### src/rtl/pc_redirect_if.sv
// pc_redirect_if: predictor/hazard control into the fetch PC controller and
// fetch address / squash outputs back to the front end.
// Optional stats ports exist only when PC_REDIRECT_STATS_EN is defined.
interface pc_redirect_if #(
    parameter int unsigned FLUSH_DEPTH = 3
);
    localparam int unsigned PC_W = 16;

    logic                   stall;
    logic                   halt;
    logic                   jump_pred;
    logic [PC_W-1:0]        jump_pred_adr;
    logic                   jump_pred_miss;
    logic                   jump_pred_adr_miss;
    logic [PC_W-1:0]        pcinc_evac;
    logic [PC_W-1:0]        ALUres_mem;
    logic [PC_W-1:0]        pc;
    logic [PC_W-1:0]        pcinc;
    logic                   fetch_valid;
    logic                   redirect;
    logic [FLUSH_DEPTH-1:0] flush_vec;
`ifdef PC_REDIRECT_STATS_EN
    logic [PC_W-1:0]        pred_count;
    logic [PC_W-1:0]        miss_count;

    // Control side: predictor, hazard unit and front-end pipeline.
    modport master (
        output stall, halt, jump_pred, jump_pred_adr, jump_pred_miss,
               jump_pred_adr_miss, pcinc_evac, ALUres_mem,
        input  pc, pcinc, fetch_valid, redirect, flush_vec,
               pred_count, miss_count
    );

    // PC controller side.
    modport slave (
        input  stall, halt, jump_pred, jump_pred_adr, jump_pred_miss,
               jump_pred_adr_miss, pcinc_evac, ALUres_mem,
        output pc, pcinc, fetch_valid, redirect, flush_vec,
               pred_count, miss_count
    );
`else
    // Control side: predictor, hazard unit and front-end pipeline.
    modport master (
        output stall, halt, jump_pred, jump_pred_adr, jump_pred_miss,
               jump_pred_adr_miss, pcinc_evac, ALUres_mem,
        input  pc, pcinc, fetch_valid, redirect, flush_vec
    );

    // PC controller side.
    modport slave (
        input  stall, halt, jump_pred, jump_pred_adr, jump_pred_miss,
               jump_pred_adr_miss, pcinc_evac, ALUres_mem,
        output pc, pcinc, fetch_valid, redirect, flush_vec
    );
`endif
endinterface

### src/rtl/pc_redirect.sv
// pc_redirect: fetch PC controller. Holds the fetch PC, advances it, steers it
// to predicted / recovered / corrected targets and drives front-end squashes.
// Optional: PC_REDIRECT_STATS_EN adds saturating pred_count / miss_count.
module pc_redirect #(
    parameter logic [15:0] RESET_PC    = 16'h0000,
    parameter int unsigned FLUSH_DEPTH = 3
) (
    input  logic           clk,
    input  logic           reset,
    pc_redirect_if.slave   bus
);
    localparam int unsigned PC_W = 16;

    typedef enum logic [1:0] {
        S_BOOT = 2'd0,
        S_RUN  = 2'd1,
        S_HALT = 2'd2
    } state_t;

    state_t                 state_q;
    state_t                 state_d;
    logic [PC_W-1:0]        pc_q;
    logic [PC_W-1:0]        pc_d;
    logic [PC_W-1:0]        pcinc_c;
    logic                   fetch_valid_q;
    logic                   redirect_q;
    logic                   redirect_d;
    logic [FLUSH_DEPTH-1:0] flush_c;
    logic                   pred_evt_c;
    logic                   miss_evt_c;

    assign pcinc_c = pc_q + PC_W'(1);

    // Next-PC select: corrected target > fall-through recovery > halt > prediction > stall.
    always_comb begin
        state_d    = state_q;
        pc_d       = pc_q;
        redirect_d = 1'b0;
        flush_c    = '0;
        pred_evt_c = 1'b0;
        miss_evt_c = 1'b0;
        case (state_q)
            S_BOOT: begin
                state_d = S_RUN;
            end
            S_RUN: begin
                miss_evt_c = bus.jump_pred_miss | bus.jump_pred_adr_miss;
                if (bus.jump_pred_adr_miss) begin
                    pc_d       = bus.ALUres_mem;
                    redirect_d = 1'b1;
                    flush_c    = '1;
                end else if (bus.jump_pred_miss) begin
                    pc_d       = bus.pcinc_evac;
                    redirect_d = 1'b1;
                    flush_c    = '1;
                end else if (bus.halt) begin
                    state_d = S_HALT;
                end else if (bus.jump_pred) begin
                    pc_d       = bus.jump_pred_adr;
                    redirect_d = 1'b1;
                    flush_c    = FLUSH_DEPTH'(1);
                    pred_evt_c = 1'b1;
                end else if (!bus.stall) begin
                    pc_d = pcinc_c;
                end
            end
            S_HALT: begin
                state_d = S_HALT;
            end
            default: begin
                state_d = S_BOOT;
            end
        endcase
    end

    // State, PC and registered status outputs.
    always_ff @(posedge clk or negedge reset) begin
        if (!reset) begin
            state_q       <= S_BOOT;
            pc_q          <= RESET_PC;
            fetch_valid_q <= 1'b0;
            redirect_q    <= 1'b0;
        end else begin
            state_q       <= state_d;
            pc_q          <= pc_d;
            fetch_valid_q <= (state_d == S_RUN);
            redirect_q    <= redirect_d;
        end
    end

    assign bus.pc          = pc_q;
    assign bus.pcinc       = pcinc_c;
    assign bus.fetch_valid = fetch_valid_q;
    assign bus.redirect    = redirect_q;
    assign bus.flush_vec   = flush_c;

`ifdef PC_REDIRECT_STATS_EN
    logic [PC_W-1:0] pred_count_q;
    logic [PC_W-1:0] miss_count_q;

    // Saturating event counters for accepted predictions and resolved misses.
    always_ff @(posedge clk or negedge reset) begin
        if (!reset) begin
            pred_count_q <= '0;
            miss_count_q <= '0;
        end else begin
            if (pred_evt_c && (pred_count_q != '1)) begin
                pred_count_q <= pred_count_q + PC_W'(1);
            end
            if (miss_evt_c && (miss_count_q != '1)) begin
                miss_count_q <= miss_count_q + PC_W'(1);
            end
        end
    end

    assign bus.pred_count = pred_count_q;
    assign bus.miss_count = miss_count_q;
`else
    // Event strobes only feed the optional counters.
    logic unused_evt_c;
    assign unused_evt_c = pred_evt_c ^ miss_evt_c;
`endif
endmodule
### src/flat_wrapper.sv
// flat-port wrapper written by rule: the top's interface ports become plain ports
module pc_redirect_flat 
#(
    parameter logic [15:0] RESET_PC    = 16'h0000,
    parameter int unsigned FLUSH_DEPTH = 3
)
  (clk, reset, bus_stall, bus_halt, bus_jump_pred, bus_jump_pred_adr, bus_jump_pred_miss, bus_jump_pred_adr_miss, bus_pcinc_evac, bus_ALUres_mem, bus_pc, bus_pcinc, bus_fetch_valid, bus_redirect, bus_flush_vec);
  pc_redirect_if #(.FLUSH_DEPTH(FLUSH_DEPTH)) bus_i ();
  input  logic clk;
  input  logic reset;
  input wire logic [$bits(bus_i.stall)-1:0] bus_stall;
  input wire logic [$bits(bus_i.halt)-1:0] bus_halt;
  input wire logic [$bits(bus_i.jump_pred)-1:0] bus_jump_pred;
  input wire logic [$bits(bus_i.jump_pred_adr)-1:0] bus_jump_pred_adr;
  input wire logic [$bits(bus_i.jump_pred_miss)-1:0] bus_jump_pred_miss;
  input wire logic [$bits(bus_i.jump_pred_adr_miss)-1:0] bus_jump_pred_adr_miss;
  input wire logic [$bits(bus_i.pcinc_evac)-1:0] bus_pcinc_evac;
  input wire logic [$bits(bus_i.ALUres_mem)-1:0] bus_ALUres_mem;
  output wire logic [$bits(bus_i.pc)-1:0] bus_pc;
  output wire logic [$bits(bus_i.pcinc)-1:0] bus_pcinc;
  output wire logic [$bits(bus_i.fetch_valid)-1:0] bus_fetch_valid;
  output wire logic [$bits(bus_i.redirect)-1:0] bus_redirect;
  output wire logic [$bits(bus_i.flush_vec)-1:0] bus_flush_vec;
  assign bus_i.stall = bus_stall;
  assign bus_i.halt = bus_halt;
  assign bus_i.jump_pred = bus_jump_pred;
  assign bus_i.jump_pred_adr = bus_jump_pred_adr;
  assign bus_i.jump_pred_miss = bus_jump_pred_miss;
  assign bus_i.jump_pred_adr_miss = bus_jump_pred_adr_miss;
  assign bus_i.pcinc_evac = bus_pcinc_evac;
  assign bus_i.ALUres_mem = bus_ALUres_mem;
  assign bus_pc = bus_i.pc;
  assign bus_pcinc = bus_i.pcinc;
  assign bus_fetch_valid = bus_i.fetch_valid;
  assign bus_redirect = bus_i.redirect;
  assign bus_flush_vec = bus_i.flush_vec;
  pc_redirect #(.RESET_PC(RESET_PC), .FLUSH_DEPTH(FLUSH_DEPTH)) u_core (.clk(clk), .reset(reset), .bus(bus_i));
endmodule
### config.mk
export PLATFORM = sky130hd
export DESIGN_NAME = pc_redirect_flat
export DESIGN_NICKNAME = d
export VERILOG_FILES = /design/src/rtl/pc_redirect_if.sv /design/src/rtl/pc_redirect.sv /design/src/flat_wrapper.sv
export SDC_FILE = /design/constraint.sdc
export NUM_CORES = 1
export LEC_CHECK = 0
export ABC_AREA = 1
export CORE_UTILIZATION = 37
export CTS_CLUSTER_DIAMETER = 50
export DETAILED_ROUTE_END_ITERATION = 6
export PLACE_DENSITY_LB_ADDON = 0.15
export SLEW_MARGIN = 10
export SYNTH_ARGS = -nofsm -noshare
export SYNTH_HDL_FRONTEND = slang
export SYNTH_SLANG_ARGS = --single-unit
### constraint.sdc
create_clock -name clk -period 2.6 [get_ports clk]
set_input_delay 0.78 -clock clk [delete_from_list [all_inputs] [get_ports clk]]
set_output_delay 0.78 -clock clk [all_outputs]
set_load 0.01 [all_outputs]
# Word level (Yosys, flattened, before mapping)
# Cells that the tools add are included.
[totals]
reg_bits = 20
in_bits = 55
wordCells = 31
[op_classes]
n_addsub = 1
n_eq_ne = 5
mux = 19
reduce_logical = 2
[ops]
columns = ["op", "n"]
rows = [
  ["two-way mux 16 bit", 5],
  ["adder 16 x 1 -> 16 bit (second input constant)", 1],
  ["two-way mux 3 bit", 4],
  ["two-way mux 1 bit", 6],
  ["two-way mux 2 bit", 3],
  ["case mux 2 bit (3 select lines)", 1],
  ["equality test 2 x 1 -> 1 bit (second input constant)", 2],
  ["!= test 4 x 1 -> 1 bit (second input constant)", 1],
  ["!= test 3 x 1 -> 1 bit (second input constant)", 1],
  ["AND reduction 3 bit", 1],
  ["equality test 2 bit (second input constant)", 1],
  ["logical NOT 2 bit", 1],
]

# Logic depth before layout (Yosys ltp)
# Gate-level depths: netlist of run 1.
[logic_depth]
word_depth = 6
depth_mapped = 11

# Least setup slack after synthesis of run 1
# Ideal clock, no wire load.
[synth_timing]
path_kind = "input port to output port"
from = "input port bus_jump_pred_adr_miss"
to = "output port bus_flush_vec[2]"
t_arrival_ns = 1.479
required_time_ns = 1.820
setup_slack_ns = 0.341
cell_stages = 4
cell_sequence = "buf_4 nor2_4 nor3_1 buf_4"
[synth_between]
elab_chain_cells = 2
[synth_lines]
columns = ["item", "line", "text"]
rows = [
  ["start: declaration", "flat_wrapper.sv:16", "input wire logic [$bits(bus_i.jump_pred_adr_miss)-1:0] bus_jump_pred_adr_miss;"],
  ["two-way mux 3 bit", "pc_redirect.sv:48", "if (bus.jump_pred_adr_miss) begin"],
  ["two-way mux 3 bit", "pc_redirect.sv:42", "case (state_q)"],
  ["end: declaration", "flat_wrapper.sv:23", "output wire logic [$bits(bus_i.flush_vec)-1:0] bus_flush_vec;"],
]
# Every way passes these cells.

# Final worst setup path of run 1
[layout_timing]
from = "register u_core.pc_q[1], in the netlist u_core.bus.pc[1]"
to = "output port bus_pcinc[4]"
[layout_between]
elab_chain_cells = 1
[layout_lines]
columns = ["item", "line", "text"]
rows = [
  ["start: declaration", "pc_redirect.sv:22", "logic [PC_W-1:0] pc_q;"],
  ["start signal: assignment", "pc_redirect.sv:85", "pc_q <= pc_d;"],
  ["adder 16 x 1 -> 16 bit", "pc_redirect.sv:32", "assign pcinc_c = pc_q + PC_W'(1);"],
  ["end: declaration", "flat_wrapper.sv:20", "output wire logic [$bits(bus_i.pcinc)-1:0] bus_pcinc;"],
]
# Every way passes these cells.

==> run summary, run 1 <==
outcome - finished, violations left
failing checks - setup timing
DRT Wirelength - 5659 µm
Hold Fails Final Rpt - 0
RSZ-0062 raised after global routing - true
io pins - 92
drc violations - 0
CTS clock-pin slew for the worst setup and hold paths - 0.08 ns
pre-CTS setup slack - -0.4805 ns
Vias - 2170
max-slew violation total from the final report - 0
chip height - 69.14 µm
Final period util - 1.003
worst slew pin tran - 0.5759 ns
leakage - 1.375 nW
Final Util - 0.6655
part of the Yosys area used for sequential elements - 0.3001
Initial Util - 0.3830
min Tclk post-route - 2.609 ns
Slew headroom - 0.6156
pwr dens - 928.3 nW/µm²
Total Power - 0.002690 W
RePlAce Congestion - 0.9239
vias in the first global route - 1946
root buffer cell - clkbuf_8
All-Layer GR Usage - 0.2344
MaxCap Viol Count - 0
footprint of the multi-input gates - 1121 µm²
Die Span X - 69.14 µm
detailed placement HPWL - 3978 µm
DRT Pass-1 Iters - 4
largest net degree at the start of global routing - 31
Hold Crit Class - reg -> reg
r2r setup slk - 1.02 ns
non-filler cells, final - 440
Port Buf Inserts - 91
Post-Syn Nets - 340
Setup TNS Final - -0.008589 ns
Core ar. - 4354 µm²
synthesized area - 1668 µm²
Worst Slack Setup Final - -0.008589 ns
clk sinks - 20
first-pass GRT wire length - 9080 µm
post-route ant nets - 0
n_diodes - 0
Total Die Area - 4780 µm²
worst path arrival time - 1.83 ns
crit path kind - reg -> out
CTS max path bufs - 2
gr ovfl total - 0
Fillers - 398
clock latency on the worst-skew pair - 0.26 ns
Num CTS Buffers - 3
DR iter-0 viols - 108
layout cells sized above 1 - 0.1418
Setup Viol. Count Final - 1
startpoint types - flop
CTS tree - built
Post-Place Cells - 428
Critical Path End Type - primary output
Worst Clk Skew - 0.002693 ns
H-tree depth - 1
Mean Syn Cell Area - 5.873 µm²
Peak VDD IR - 580.1 µV
Yosys cell types - 23
highest clock rate - 383.3 MHz
Sequential Area - 508.0 µm²
commonest non-fill, non-tap cell in the layout - nand2_1
most frequent cells in the layout - nand2_1, clkdlybuf4s50_1, nor2_1, buf_4
Yosys warning count - 0
Layout area overhead - 73.74%
CP Max Fanout - 3
via density per instance - 4.932
initial antenna violation count - 0
Final Net Count - 445
routed len/inst - 12.86 µm
row count - 24
Worst Path Required - 1.82 ns
Mapped Cells - 284
Synth Register Bits - 20
-- metal layers --
layer,up-vias,routed length [µm],global-route usage
met4,0,81,0.05896
li1,1100,-,-
met2,74,2760,0.3819
met3,7,382,0.05409
met5,-,0,0
met1,989,2434,0.3130
-- final timing paths --
path,cells past startpoint,startpoint,end
min in group asynchronous,2,reset,u_core.bus.pc[15]
max reg2reg,9,u_core.state_q[0],u_core.bus.pc[2]
min reg2reg,1,u_core.state_q[0],u_core.state_q[1]
max in group asynchronous,2,reset,u_core.bus.pc[11]
max,5,u_core.bus.pc[1],bus_pcinc[4]
min,1,u_core.state_q[0],u_core.state_q[1]
-- state kept, by name (all words and copies together), names as in the netlist --
signal and flops:
u_core.bus.pc 16, u_core.state_q 2, u_core.bus.fetch_valid 1, u_core.bus.redirect 1
-- stage by stage --
stage	cell area, µm²	hold slack, ns
detailed placement	2674	0.4929
floorplan	1668	0.4520
global route	2898	0.5228
CTS	2845	0.5045
global placement	2674	0.4718
finish	2898	0.5047
-- power breakdown --
group	total [W]	internal [W]	switching (W)
logic	0.00172	0.000883	0.000839
registers	0.000654	0.000478	0.000176
clock network	0.000314	0.000206	0.000109
-- area by class of cell --
class / instances / area share
multi-input cells: 233 / 0.3869
repair buffers: 112 / 0.3661
flip-flops and latches: 20 / 0.1753
inverters: 19 / 0.02461
well taps: 52 / 0.02245
clock buffers: 3 / 0.01425
clock inverters: 1 / 0.01036
-- kinds of logic (layout without fill, tap and decap cells) --
group | Yosys count | in the layout | share of synthesized area
AO/OA/AOI/OAI | 35 | 35 | 0.1215
adder cells (fa/ha/maj) | 1 | 1 | 0.007501
flip-flops | 20 | 20 | 0.3001
XOR/XNOR | 7 | 7 | 0.03676
AND/OR/NAND/NOR | 190 | 190 | 0.4509
buffers and inverters | 31 | 135 | 0.08327
-- cell usage after synthesis (all sizes together) --
master | count | area (µm²)
nor3 | 1 | 5.000
a21oi | 17 | 85.08
dfrtp | 20 | 500.5
buf | 7 | 48.80
xnor2 | 2 | 17.52
o21ai | 13 | 65.06
nor2 | 69 | 266.5
o211ai | 3 | 22.52
nand2 | 101 | 381.6
clkbuf | 5 | 18.77
a31oi | 1 | 21.27
xor2 | 5 | 43.79
inv | 19 | 71.32
nand3 | 16 | 80.08
nand4 | 3 | 18.77
ha | 1 | 12.51
o311ai | 1 | 8.760
-- worst max-delay path, stage by stage, from the launching register on --
cell and delay (ns):
dfrtp_1 0.36, buf_4 0.12, ha_4 0.15, nand3_4 0.11, xnor2_1 0.24, clkdlybuf4s50_1 0.58
-- what timing repair did --
item                       CTS  global route
hold buffers                 0             0
setup buffers                3             5
resized for setup           43             7
pin swaps                    1             2
setup endpoints to repair   14             4
gates cloned                 0             0
Note: power is estimated with default switching activity, not from simulation.
==> inputs of run 2 (changes only) <==
- DONT_BUFFER_PORTS: unset -> 1
==> run 2 against run 1 <==
Effect of this change: the run now ends clean; via count is 22% lower; count of clock-buffer cells in the layout unchanged; sequential power grew 18%; cell area down 39%; routed wire length shrank 13%.
==> run summary, run 2 (synthesis gave the netlist of run 1 again) <==
Net Sw Power - 0.0009420 W (-16%)
CP Buf/Inv Count - 2 (unchanged)
power share of the clock group - 0.168 (+0.051)
Port Buf Inserts - 0 (-100%)
max-slew violation total from the final report - 0 (unchanged)
Worst Clk Skew - 0.001540 ns (-0.001154 ns)
MaxCap Viol Count - 0 (unchanged)
DRT Pass-1 Iters - 4 (unchanged)
placed instance area - 1680 µm² (-37%)
highest metal used - met4
pwr dens - 1069 nW/µm² (+15%)
CTS clock-pin slew for the worst setup and hold paths - 0.08 ns (about the same)
max reg flops - 16 (unchanged)
CTS max path bufs - 2 (unchanged)
layout cells sized above 1 - 0.04676 (-0.09499)
Peak VDD IR - 476.5 µV (-18%)
min Tclk post-route - 2.451 ns (-0.1578 ns)
Routed met1 length - 2265 µm (-6.9%)
drc violations - 0 (unchanged)
post-route cell area - 1754 µm² (-39%)
Worst Path Required - 1.82 ns (about the same)
highest clock rate - 408.0 MHz (+6.4%)
Critical Path End Type - primary output
Num CTS Buffers - 3 (unchanged)
RePlAce Congestion - 0.7586 (-18%)
non-filler cells, final - 330 (-25%)
row count - 24 (unchanged)
Final period util - 0.9426 (-0.06069)
Layout area overhead - 5.176%
largest net degree at the start of global routing - 32 (+3.2%)
DR iter-0 viols - 86 (-20%)
Hold Buf Count CTS - 0 (unchanged)
vias in the first global route - 1559 (-20%)
footprint of the multi-input gates - 1028 µm² (-8.3%)
Slew headroom - 0.6229 (+0.007275)
CP top delay family - flip-flops
Slowest cell on crit path - dfrtp_2
worst path arrival time - 1.67 ns (-0.16 ns)
H-tree depth - 1 (unchanged)
Fillers - 498 (+25%)
Final Net Count - 335 (-25%)
chip height - 69.14 µm (unchanged)
Most Frequent Cell on Critical Path - inv_1
clock latency on the worst-skew pair - 0.26 ns (about the same)
crit path kind - reg -> out
DRT Wirelength - 4922 µm (-13%)
Core ar. - 4354 µm² (unchanged)
Vias - 1692 (-22%)
io pins - 92 (unchanged)
CP cell instances - ha_1 > nand3_1 > inv_1 > nand2_1 > xor2_1 > inv_1
Setup TNS Final - 0 ns (+0.008589 ns)
startpoint types - flop
Initial Util - 0.3830 (unchanged)
sw frac - 0.5025 (+0.08470)
All-Layer GR Usage - 0.2114 (-0.02298)
Post-Place Cells - 326 (-24%)
outcome - completed
RSZ-0062 raised after global routing - false
Hold Crit Class - in -> async
Setup Viol. Count Final - 0 (-1)
post-route ant nets - 0 (unchanged)
Post-CTS Repair Setup Buffers - 0 (-3)
root buffer cell - clkbuf_8
CTS tree - built
Hold Fails Final Rpt - 0 (unchanged)
worst slew pin tran - 0.5650 ns (-0.01090 ns)
initial antenna violation count - 0 (unchanged)
Total Die Area - 4780 µm² (unchanged)
CP peak stage delay - 0.45 ns (-0.13 ns)
CP Max Fanout - 4 (+1)
n_diodes - 0 (unchanged)
clk sinks - 20 (unchanged)
met3 wire length - 326 µm (-15%)
post-CTS sizing - 0 (-100%)
Comb pwr share - 0.421 (-0.219)
Final Util - 0.4029 (-0.2626)
commonest non-fill, non-tap cell in the layout - nand2_1
Total Power - 0.001875 W (-30%)
leakage - 0.8832 nW (-36%)
most frequent cells in the layout - nand2_1, nor2_1, dfrtp_1, inv_1, a21oi_1
met2 wire length - 2281 µm (-17%)
Die Span X - 69.14 µm (unchanged)
detailed placement HPWL - 3521 µm (-11%)
Sequential Area - 503.0 µm² (-0.99%)
Internal Power - 0.0009327 W (-40%)
via density per instance - 5.127 (+4.0%)
share of power burned in registers - 0.410 (+0.167)
first-pass GRT wire length - 7997 µm (-12%)
gr ovfl total - 0 (unchanged)
routed len/inst - 14.92 µm (+16%)
==> run 2: changes by cell type in the layout (fill, tap and decap cells not counted), moves of 3 or more <==
cell             delta
nor2_1              +6
dlygate4sd2_1      -12
clkdlybuf4s50_1    -75
nor2_2              -3
dfrtp_2             -4
buf_4              -19
dfrtp_1             +4
nor2_4              -3
==> run 2: power groups by stage <==
stage	clock network [W]	registers (W)	logic, W
global placement	0	0.000774	0.000787
floorplan	0	0.000699	0.000702
global route	0.000338	0.000799	0.000916
CTS	0.000328	0.000769	0.000793
finish	0.000316	0.000769	0.000790
detailed placement	0	0.000773	0.000790
==> run 2: layout make-up <==
cell class | instances | share of cell area
clock inverter | 1 | 0.01712
inverter | 19 | 0.04066
sequential | 20 | 0.2867
timing repair buffer | 2 | 0.008559
clock buffer | 3 | 0.02354
tap | 52 | 0.03709
multi-input combinational | 233 | 0.5863
==> run 2: worst paths after layout <==
kind | to | slack (ns) | start | cells past startpoint
max | bus_pcinc[8] | 0.15 | u_core.bus.pc[0] | 6
min | u_core.bus.pc[15] | 0.21 | reset | 0
min in group clk | u_core.state_q[1] | 0.49 | u_core.state_q[0] | 1
min reg2reg | u_core.state_q[1] | 0.49 | u_core.state_q[0] | 1
max in group asynchronous | u_core.bus.pc[1] | 2.32 | reset | 0
max reg2reg | u_core.bus.pc[6] | 0.79 | u_core.bus.pc[1] | 8
==> run 2: metrics by stage <==
stage	setup slack, ns	hold slack, ns
global placement	0.4154	0.4853
global route	0.009513	0.1809
detailed placement	0.3972	0.4796
floorplan	0.3406	0.4520
CTS	0.1053	0.1926
finish	0.1492	0.2051
==> run 2: layer usage <==
| layer | vias to the layer above | GRT usage |
|---|---|---|
| met3 | 4 | 0.05409 |
| met5 | - | 0 |
| met4 | 0 | 0.04308 |
| met1 | 749 | 0.2937 |
| li1 | 882 | - |
| met2 | 57 | 0.3312 |
